===== config.mk =====
export PLATFORM = sky130hd
export DESIGN_NAME = cfg_frame_loader
export DESIGN_NICKNAME = d
export VERILOG_FILES = /design/src/rtl/cfg_frame_loader.sv
export SDC_FILE = /design/constraint.sdc
export NUM_CORES = 1
export LEC_CHECK = 0
export BUFFER_PORTS_ARGS = -buffer_cell sky130_fd_sc_hd__buf_4
export CAP_MARGIN = 20
export CORE_UTILIZATION = 58
export DETAILED_ROUTE_END_ITERATION = 6
export GPL_ROUTABILITY_DRIVEN = 0
export PLACE_DENSITY = 0.8
export SLEW_MARGIN = 20
export SYNTH_ARGS = -nofsm -noshare
export SYNTH_HDL_FRONTEND = slang
export SYNTH_SLANG_ARGS = --single-unit

===== constraint.sdc =====
create_clock -name clk -period 4.6 [get_ports clk]
set_clock_uncertainty 0.2 [all_clocks]
set_input_delay 0.69 -clock clk [delete_from_list [all_inputs] [get_ports clk]]
set_output_delay 0.69 -clock clk [all_outputs]
set_load 0.03 [all_outputs]

===== src/rtl/cfg_frame_loader.sv =====
// Serial bitstream to per-block config frames; drives shared bits bus and one-hot wr_en to latch blocks.
// Optional even-parity check per frame is enabled by defining CFG_FRAME_PARITY_EN.
module cfg_frame_loader #(
  parameter int NUM_BLK    = 4,
  parameter int BITS_W     = 18,
  parameter int STROBE_CYC = 2
) (
  input  logic               clk,
  input  logic               rst_n,
  input  logic               start,
  input  logic               cfg_data,
  input  logic               cfg_valid,
  output logic               cfg_ready,
  output logic [BITS_W-1:0]  bits,
  output logic [NUM_BLK-1:0] wr_en,
  output logic               busy,
  output logic               done,
  output logic               err
);

  localparam logic [2:0] S_IDLE   = 3'd0;
  localparam logic [2:0] S_SHIFT  = 3'd1;
  localparam logic [2:0] S_SETUP  = 3'd2;
  localparam logic [2:0] S_STROBE = 3'd3;
  localparam logic [2:0] S_HOLD   = 3'd4;
  localparam logic [2:0] S_DONE   = 3'd5;

`ifdef CFG_FRAME_PARITY_EN
  localparam int FRAME_LEN = BITS_W + 1;
  localparam int SRW       = BITS_W;
`else
  localparam int FRAME_LEN = BITS_W;
  localparam int SRW       = BITS_W - 1;
`endif
  localparam int CW = $clog2(FRAME_LEN);
  localparam int SW = (STROBE_CYC > 1) ? $clog2(STROBE_CYC) : 1;
  localparam int IW = (NUM_BLK > 1) ? $clog2(NUM_BLK) : 1;

  logic [2:0]         state;
  logic [SRW-1:0]     shift_reg;
  logic [BITS_W-1:0]  shift_nxt;
  logic [BITS_W-1:0]  frame_dat;
  logic [CW-1:0]      cnt;
  logic [SW-1:0]      scnt;
  logic [IW-1:0]      idx;
  logic [NUM_BLK-1:0] onehot;
  logic               last_bit;
  logic               data_bit;
  logic               frame_bad;

  assign last_bit = (cnt == CW'(FRAME_LEN - 1));

`ifdef CFG_FRAME_PARITY_EN
  // The trailing parity bit is checked but never shifted into the data register.
  assign shift_nxt = {shift_reg[BITS_W-2:0], cfg_data};
  assign frame_dat = shift_reg;
  assign data_bit  = (cnt != CW'(BITS_W));
  assign frame_bad = ^{shift_reg, cfg_data};

  always_ff @(posedge clk or negedge rst_n) begin
    if (!rst_n) begin
      err <= 1'b0;
    end else if (state == S_IDLE && start) begin
      err <= 1'b0;
    end else if (state == S_SHIFT && cfg_valid && last_bit && frame_bad) begin
      err <= 1'b1;
    end
  end
`else
  assign shift_nxt = {shift_reg, cfg_data};
  assign frame_dat = shift_nxt;
  assign data_bit  = 1'b1;
  assign frame_bad = 1'b0;
  assign err       = 1'b0;
`endif

  always_comb begin
    onehot = '0;
    for (int i = 0; i < NUM_BLK; i++) onehot[i] = (idx == IW'(i));
  end

  assign cfg_ready = (state == S_SHIFT);
  assign busy      = (state != S_IDLE);

  // wr_en is a plain flop so asserting reset closes every latch immediately.
  always_ff @(posedge clk or negedge rst_n) begin
    if (!rst_n) begin
      state     <= S_IDLE;
      shift_reg <= '0;
      bits      <= '0;
      wr_en     <= '0;
      done      <= 1'b0;
      cnt       <= '0;
      scnt      <= '0;
      idx       <= '0;
    end else begin
      done <= 1'b0;
      case (state)
        S_IDLE: begin
          if (start) begin
            state <= S_SHIFT;
            idx   <= '0;
            cnt   <= '0;
          end
        end
        S_SHIFT: begin
          if (cfg_valid) begin
            if (data_bit) shift_reg <= shift_nxt[SRW-1:0];
            if (last_bit) begin
              cnt   <= '0;
              bits  <= frame_dat;
              state <= frame_bad ? S_HOLD : S_SETUP;
            end else begin
              cnt <= cnt + CW'(1);
            end
          end
        end
        S_SETUP: begin
          wr_en <= onehot;
          scnt  <= '0;
          state <= S_STROBE;
        end
        S_STROBE: begin
          if (scnt == SW'(STROBE_CYC - 1)) begin
            wr_en <= '0;
            state <= S_HOLD;
          end else begin
            scnt <= scnt + SW'(1);
          end
        end
        S_HOLD: begin
          if (idx == IW'(NUM_BLK - 1)) begin
            state <= S_DONE;
            done  <= 1'b1;
          end else begin
            idx   <= idx + IW'(1);
            state <= S_SHIFT;
          end
        end
        S_DONE: state <= S_IDLE;
        default: begin
          state <= S_IDLE;
          wr_en <= '0;
        end
      endcase
    end
  end

endmodule

==> results of run 1 <==
==> cell families after synthesis <==
group,share of synthesized area
other cells,0.00169
xor+xnor,0.00395
flops,0.575
compound gates,0.0784
simple gates,0.0688
mux,0.196
fa+ha+maj,0.0338
buf+inv,0.0423
==> how the worst max path moves through the flow <==
stage,start,end,slack (ps),depth (start not counted)
floorplan,state[0],cfg_ready,2340,2
global placement,cfg_valid,bits[8],2460,4
detailed placement,cfg_valid,bits[9],2390,4
CTS,state[0],cfg_ready,2140,2
global route,state[0],cfg_ready,2080,2
finish,state[1],cfg_ready,2180,2
==> area by class of cell <==
type,count,area share
clock inverter,3,0.00792
inverter,9,0.0134
multi-input combinational,93,0.336
timing repair buffer,29,0.0862
clock buffer,5,0.0272
tap,48,0.0238
sequential,51,0.505
==> metrics by stage <==
step           total power, mW  area (um^2)  hold slack [ps]  instances
3_5_place_dp              1.25         2440              300        230
2_1_floorplan             1.07         2220              194        162
5_1_grt                   1.57         2530              238        238
3_3_place_gp              1.22         2440              277        230
4_1_cts                   1.50         2530              204        238
6_report                  1.49         2530              199        238
==> synthesized netlist by cell type (2+ instances only) <==
library cell,number,area (um^2)
dfrtp_1,51,1280
mux2_1,2,22.5
inv_1,9,33.8
buf_6,2,22.5
o2bb2ai_1,4,35.0
a22oi_1,5,37.5
nand2_1,5,18.8
mux2i_1,3,30.0
or3_1,2,12.5
buf_4,2,15.0
buf_2,3,15.0
o22ai_1,4,25.0
o21ai_0,2,10.0
nand3_1,2,10.0
clkbuf_1,2,7.51
mux2_2,34,383
nor2b_1,2,12.5
nor2_1,2,7.51
and3_1,2,12.5
ha_1,6,75.1
==> cells in the final DEF, fill, tap and decap left out, types with 2 or more instances in the layout <==
master / synthesis / final
dfrtp_1: 51 / 51
mux2_2: 34 / 34
buf_4: 2 / 29
inv_1: 9 / 9
ha_1: 6 / 6
nand2_1: 5 / 5
a22oi_1: 5 / 5
clkbuf_8: 0 / 5
o2bb2ai_1: 4 / 4
o22ai_1: 4 / 4
mux2i_1: 3 / 3
or3_1: 2 / 2
nor2_1: 2 / 2
and3_1: 2 / 2
nand3_1: 2 / 2
o21ai_0: 2 / 2
nor2b_1: 2 / 2
mux2_1: 2 / 2
clkinvlp_4: 0 / 2
==> power by group through the flow <==
stage | Clock [mW] | Sequential, mW | Combinational [mW]
2_1_floorplan | 0 | 0.813 | 0.260
3_3_place_gp | 0 | 0.730 | 0.493
3_5_place_dp | 0 | 0.741 | 0.512
4_1_cts | 0.261 | 0.733 | 0.511
5_1_grt | 0.276 | 0.757 | 0.541
6_report | 0.249 | 0.732 | 0.504
==> metal layers <==
layer  track usage  up-vias  wire [um]
met5             0        -          0
met2         0.307       29       1740
met3        0.0482        4        140
met4        0.0767        0         30
li1              -      632          -
met1         0.283      667       1660
==> results.sh, run 1 <==
export IMPL_status="finished, final reports clean"
export IMPL_diodes=0
export IMPL_die_w_um=63.9
export IMPL_crit_family="flip-flops"
export IMPL_p_clk_frac=0.168
export IMPL_p_per_area_mw_per_mm2=588
export IMPL_fin_setup_tns_ps=0
export IMPL_clock_fmax_ghz=0.413
export IMPL_finalHoldViolCount=0
export IMPL_slew_limit_headroom=0.592
export IMPL_vdd_ir_drop_max_mv=0.329
export IMPL_multi_input_area_um2=850
export IMPL_cts_root_buf="clkbuf_8"
export IMPL_wl_mm=3.58
export IMPL_synth_avg_cell_area_um2=13.7
export IMPL_synthesis_nets=173
export IMPL_period_share=0.526
export IMPL_critPathLaunchType="register"
export IMPL_fillers=264
export IMPL_cts_inserted_buffers=5
export IMPL_ctsResizeCount=0
export IMPL_slowest_stage="dfrtp_1"
export IMPL_path_class="register to primary output"
export IMPL_combPwrFrac=0.339
export IMPL_drv_cap=0
export IMPL_postLayoutCoreUtil=0.690
export IMPL_first_pass_iters=4
export IMPL_max_stage_delay_ps=570
export IMPL_post_dp_hpwl_mm=2.48
export IMPL_finalSetupViolCount=0
export IMPL_r2r_start="state[2]"
export IMPL_rsz0062_at_grt="false"
export IMPL_area_growth_pct=13.8
export IMPL_r2r_end="bits[9]"
export IMPL_synthFlopType="dfrtp_1"
export IMPL_grt_pass1_vias=1356
export IMPL_cts_hold_buffers=0
export IMPL_cts_htree_levels=2
export IMPL_routedWlPerCell_um=15.0
export IMPL_ant_nets=0
export IMPL_required_ps=3710
export IMPL_vias_per_cell=5.60
export IMPL_core_region_area_mm2=0.00366
export IMPL_clk_insertion_delay_late_ps=300
export IMPL_dieArea_mm2=0.00408
export IMPL_synth_async_reset_ratio=1.00
export IMPL_synthesis_instances=162
export IMPL_tightest_slew_ps=613
export IMPL_ios=31
export IMPL_path_max_fanout=18
export IMPL_maxSlewViolCount=0
export IMPL_finalNetCount=200
export IMPL_synth_edf_count=0
export IMPL_syn_area_mm2=0.00222
export IMPL_die_h_um=63.9
export IMPL_clk_pin_slew_worst_paths_ps=90
export IMPL_min_period_ps=2420
export IMPL_ys_seq_area_frac=0.575
export IMPL_antenna_found_initial=0
export IMPL_reg2reg_setup_slack_ps=2460
export IMPL_clk_path_buf_depth=2
export IMPL_gr_total_overflow=0
export IMPL_largest_reg_flops=18
export IMPL_endpoint_kind="primary output"
export IMPL_drive_gt1_frac=0.389
export IMPL_pwr_share_seq=0.493
export IMPL_hp_class="primary input to asynchronous set/reset pin"
export IMPL_crit_chain="nor3b_1, buf_4"
export IMPL_vias=1332
export IMPL_place_ws_ps=2390
export IMPL_critical_path_n_buffers_inverters=1
export IMPL_switching_share=0.353
export IMPL_reg2reg_depth=3
export IMPL_yosys_warnings=0
export IMPL_cts_tree="built"
export IMPL_grt_pass1_wl_mm=6.35
export IMPL_cp_arrival_ps=1530
export IMPL_track_usage=0.202
export IMPL_p_switching_mw=0.525
export IMPL_numPortBuffers=29
export IMPL_synth_seq_cells=51
export IMPL_initial_utilization=0.606
export IMPL_rows=22
export IMPL_grt_max_degree=52
export IMPL_intPower_mw=0.961
export IMPL_fin_ws_ps=2180
export IMPL_drc_errors=0
export IMPL_ys_types=38
export IMPL_cts_setup_buffers=0
export IMPL_clock_sinks=51
export IMPL_regArea_mm2=0.00128
export IMPL_drtIter0Drc=75
export IMPL_p_leak_nw=1.22
Note: power is estimated with default switching activity, not from simulation.
==> run 2, diff against run 1 <==
Settings changed: ABC_AREA set to 1, CORE_UTILIZATION 58 to 56, PLACE_DENSITY 0.8 to 0.78.
Clock period 4.6 ns to 2.35 ns, I/O delays scaled along.
==> results.sh, run 2 <==
export IMPL_vias_per_cell=5.09
export IMPL_die_w_um=66.4
export IMPL_largest_reg_flops=18
export IMPL_hold_slack_ps=55.2
export IMPL_synth_seq_cells=51
export IMPL_cts_tree="built"
export IMPL_switching_share=0.399
export IMPL_antenna_found_initial=0
export IMPL_cts_setup_buffers=0
export IMPL_clk_path_buf_depth=2
export IMPL_initial_utilization=0.580
export IMPL_track_usage=0.220
export IMPL_grt_pass1_wl_mm=7.26
export IMPL_synthesis_nets=284
export IMPL_dieArea_mm2=0.00441
export IMPL_ys_seq_area_frac=0.550
export IMPL_cts_inserted_buffers=5
export IMPL_period_share=0.879
export IMPL_routedWlPerCell_um=11.7
export IMPL_intPower_mw=1.55
export IMPL_fin_setup_tns_ps=0
export IMPL_critPathLaunchType="register"
export IMPL_rows=23
export IMPL_clock_sinks=51
export IMPL_combPwrFrac=0.327
export IMPL_maxSlewViolCount=0
export IMPL_synth_area_top_cells="dfrtp_1 55%, nand2_1 16%, nand3_1 5.4%"
export IMPL_yosys_area_top_type="dfrtp_1"
export IMPL_synthFlopType="dfrtp_1"
export IMPL_post_dp_hpwl_mm=2.87
export IMPL_fin_ws_ps=284
export IMPL_p_clk_frac=0.195
export IMPL_path_class="register to primary output"
export IMPL_place_ws_ps=525
export IMPL_max_stage_delay_ps=450
export IMPL_core_region_area_mm2=0.00400
export IMPL_rsz0062_at_grt="false"
export IMPL_mostFrequentLayoutCell="nand2_1"
export IMPL_regArea_mm2=0.00128
export IMPL_crit_chain="nor2_2, nand2_2, inv_2, buf_4, buf_4"
export IMPL_status="finished, final reports clean"
export IMPL_yosysMostFrequentCell="nand2_1"
export IMPL_cts_root_buf="clkbuf_8"
export IMPL_ys_types=26
export IMPL_multi_input_area_um2=858
export IMPL_area_growth_pct=13.6
export IMPL_grt_pass1_vias=1719
export IMPL_place_area_mm2=0.00254
export IMPL_finalSetupViolCount=0
export IMPL_endpoint_kind="primary output"
export IMPL_syn_area_mm2=0.00232
export IMPL_yosys_top_cells_count="101 x nand2_1, 51 x dfrtp_1, 25 x nand3_1"
export IMPL_synthesis_instances=273
export IMPL_postLayoutCoreUtil=0.659
export IMPL_pwr_share_seq=0.479
export IMPL_tightest_slew_ps=617
export IMPL_cp_arrival_ps=1510
export IMPL_die_h_um=66.4
export IMPL_finalPower_mw=2.57
export IMPL_min_period_ps=2070
export IMPL_synth_top_cell_area_share=0.550
export IMPL_vias=1797
export IMPL_clk_insertion_delay_late_ps=300
export IMPL_drtIter0Drc=92
export IMPL_drv_cap=0
export IMPL_yosys_warnings=0
export IMPL_vdd_ir_drop_max_mv=0.695
export IMPL_ant_nets=0
export IMPL_diodes=0
export IMPL_p_per_area_mw_per_mm2=974
export IMPL_synth_edf_count=0
export IMPL_wl_mm=4.12
export IMPL_gr_total_overflow=0
export IMPL_cts_htree_levels=2
export IMPL_clock_fmax_ghz=0.484
export IMPL_drc_errors=0
export IMPL_drive_gt1_frac=0.162
export IMPL_finalNetCount=313
export IMPL_final_cell_area_mm2=0.00264
export IMPL_post_place_cells=344
export IMPL_synth_async_reset_ratio=1.00
export IMPL_final_cell_mix="101 x nand2_1, 51 x dfrtp_1, 33 x buf_4, 25 x nand3_1, 24 x inv_1"
export IMPL_p_leak_nw=1.49
export IMPL_hp_class="primary input to register"
export IMPL_slowest_stage="dfrtp_1"
export IMPL_p_switching_mw=1.02
export IMPL_stdcell_count=353
export IMPL_crit_top_cell="buf_4"
export IMPL_grt_max_degree=52
export IMPL_ctsResizeCount=0
export IMPL_ios=31
export IMPL_path_max_fanout=12
export IMPL_synth_avg_cell_area_um2=8.50
export IMPL_required_ps=1800
export IMPL_clk_pin_slew_worst_paths_ps=90
export IMPL_finalHoldViolCount=0
export IMPL_slew_limit_headroom=0.589
export IMPL_fillers=326
export IMPL_numPortBuffers=29
export IMPL_first_pass_iters=5
-- run 2: changes by cell type after synthesis, moves of 5 or more --
cell	change
a22oi_1	-5
inv_1	+15
mux2_2	-34
nand2_1	+96
nand3_1	+23
nor2_1	+8
o21ai_0	+12
o21ai_1	+12
-- run 2: cells by family (layout without fill, tap and decap cells) --
logic type	after synthesis	count (layout)	synth area share
buf+inv	37	67	0.0803
flops	51	51	0.550
simple gates	146	146	0.264
fa+ha+maj	6	6	0.0323
xor+xnor	1	1	0.00377
other cells	1	1	0.00162
compound gates	31	31	0.0685
-- run 2: power by group through the flow --
stage               clock network, mW  logic [mW]  registers (mW)
floorplan                           0       0.640            1.25
global placement                    0       0.821            1.24
detailed placement                  0       0.842            1.24
CTS                             0.520       0.848            1.23
global route                    0.552       0.954            1.26
finish                          0.500       0.839            1.23
-- run 2: layout make-up --
cell class	count	area share
clock buffers	5	0.0261
clock inverters	3	0.00759
inverters	25	0.0356
multi-input cells	185	0.325
flip-flops and latches	51	0.484
well taps	50	0.0237
repair buffers	34	0.0977
-- run 2: worst paths after layout --
check | start | endpoint | slack [ps] | cells after the start
setup / recovery | state[1] | cfg_ready | 280 | 5
hold / removal | cfg_data | bits[0] | 60 | 3
setup reg to reg | state[1] | bits[16] | 530 | 7
hold reg to reg | bits[4] | bits[4] | 290 | 2
max in group asynchronous | rst_n | cnt[1] | 1130 | 2
min in group asynchronous | rst_n | cnt[3] | 390 | 2
-- run 2: per-layer routing --
layer / global-route usage / routed length, um
met5: 0 / 0
met4: 0.109 / 77
met3: 0.0431 / 168
met2: 0.358 / 1960
met1: 0.280 / 1920
-- run 2: timing repair --
item	CTS	global route
hold endpoints to repair	51	0
hold buffers	1	0
endpoints found under the setup margin	0	0
-- run 2: critical path, delay by kind of cell (launching register included) --
family,cells,cell delay (ps)
flip-flops,1,450
AND/OR/NAND/NOR,2,230
buffers and inverters,3,530
==> run 3, diff against run 2 <==
Settings changed: BUFFER_PORTS_ARGS -buffer_cell sky130_fd_sc_hd__buf_4 to not set, CORE_UTILIZATION 56 to 58, CTS_CLUSTER_SIZE set to 28, DONT_BUFFER_PORTS set to 1, PLACE_DENSITY 0.78 to 0.74.
==> results.sh, run 3 (synthesized netlist as in run 2, its figures left out) <==
export IMPL_period_share=0.811
export IMPL_grt_pass1_vias=1604
export IMPL_track_usage=0.226
export IMPL_cp_arrival_ps=1350
export IMPL_ios=31
export IMPL_grt_pass1_wl_mm=7.31
export IMPL_postLayoutCoreUtil=0.671
export IMPL_grt_max_degree=52
export IMPL_drv_cap=0
export IMPL_drtIter0Drc=156
export IMPL_required_ps=1800
export IMPL_finalSetupViolCount=0
export IMPL_diodes=0
export IMPL_min_period_ps=1910
export IMPL_clock_sinks=51
export IMPL_vias=1685
export IMPL_maxSlewViolCount=0
export IMPL_cts_setup_buffers=0
export IMPL_cts_tree="built"
export IMPL_numPortBuffers=0
export IMPL_cts_htree_levels=2
export IMPL_fin_ws_ps=444
export IMPL_clock_fmax_ghz=0.525
export IMPL_drive_gt1_frac=0.0686
export IMPL_cts_inserted_buffers=5
export IMPL_path_max_fanout=16
export IMPL_critPathLaunchType="register"
export IMPL_finalHoldViolCount=0
export IMPL_ant_nets=0
export IMPL_dieArea_mm2=0.00426
export IMPL_rows=22
export IMPL_die_w_um=65.3
export IMPL_die_h_um=65.3
export IMPL_crit_chain="nor2_2, nand2_2, inv_2, buf_4"
export IMPL_slowest_stage="dfrtp_1"
export IMPL_hp_class="primary input to register"
export IMPL_routedWlPerCell_um=12.9
export IMPL_finalNetCount=287
export IMPL_p_per_area_mw_per_mm2=1090
export IMPL_max_stage_delay_ps=460
export IMPL_drc_errors=0
export IMPL_wl_mm=4.19
export IMPL_largest_reg_flops=18
export IMPL_gr_total_overflow=0
export IMPL_initial_utilization=0.620
export IMPL_vdd_ir_drop_max_mv=0.518
export IMPL_post_dp_hpwl_mm=2.64
export IMPL_final_cell_mix="101 x nand2_1, 51 x dfrtp_1, 25 x nand3_1, 24 x inv_1, 14 x o21ai_0"
export IMPL_endpoint_kind="primary output"
export IMPL_status="finished, final reports clean"
export IMPL_clk_path_buf_depth=2
export IMPL_path_class="register to primary output"
export IMPL_vias_per_cell=5.18
export IMPL_clk_insertion_delay_late_ps=300
export IMPL_rsz0062_at_grt="false"
export IMPL_fin_setup_tns_ps=0
export IMPL_core_region_area_mm2=0.00374
export IMPL_first_pass_iters=4
export IMPL_p_leak_nw=1.39
export IMPL_mostFrequentLayoutCell="nand2_1"
export IMPL_cts_root_buf="clkbuf_8"
export IMPL_place_ws_ps=508
export IMPL_area_growth_pct=8.19
export IMPL_antenna_found_initial=0
export IMPL_clk_pin_slew_worst_paths_ps=90
export IMPL_ctsResizeCount=0
-- run 3: timing repair --
item / CTS / global route
endpoints found under the hold margin: 65 / 0
hold buffers: 5 / 0
setup endpoints to repair: 0 / 0
-- run 3: worst max-delay path: cells and delay by family (launching register included) --
kind                   cells  cell delay (ps)
and+or+nand+nor            2              210
buffers and inverters      2              380
DFF                        1              460
-- run 3: through the flow --
step	instance area, um^2	power [mW]	instances	hold WS, ps
global route	2510	2.91	325	18.6
floorplan	2320	1.89	273	-143
CTS	2510	2.74	325	4.06
global placement	2310	1.97	312	-142
detailed placement	2310	2.00	312	-142
finish	2510	2.72	325	15.6
-- run 3: layout make-up --
type	instances	area, um^2
Sequential cell	51	1280
Clock buffer	6	72.6
Fill cell	320	1230
Timing Repair Buffer	8	90.1
Multi-Input combinational cell	185	858
Inverter	25	93.8
Tap cell	48	60.1
Clock inverter	2	60.1
-- run 3: worst paths after layout --
check	startpoint	end	slack, ps	cells past startpoint
worst max-delay path	state[2]	cfg_ready	440	4
min in group asynchronous	rst_n	bits[0]	380	2
worst max register to register	cnt[1]	bits[0]	500	9
worst min register to register	shift_reg[16]	bits[17]	280	2
worst min-delay path	cfg_valid	shift_reg[3]	20	2
max in group asynchronous	rst_n	state[1]	1360	2
-- run 3: where the power goes --
part	internal [mW]	switching, mW
Combinational	0.222	0.515
Sequential	1.07	0.212
Clock	0.425	0.284
-- run 3: layer usage --
metal / wire length [um] / track usage / share of wire
met1: 1950 / 0.287 / 0.47
met2: 2010 / 0.374 / 0.48
met3: 195 / 0.0573 / 0.047
met4: 38 / 0.0815 / 0.0091
met5: 0 / 0 / 0
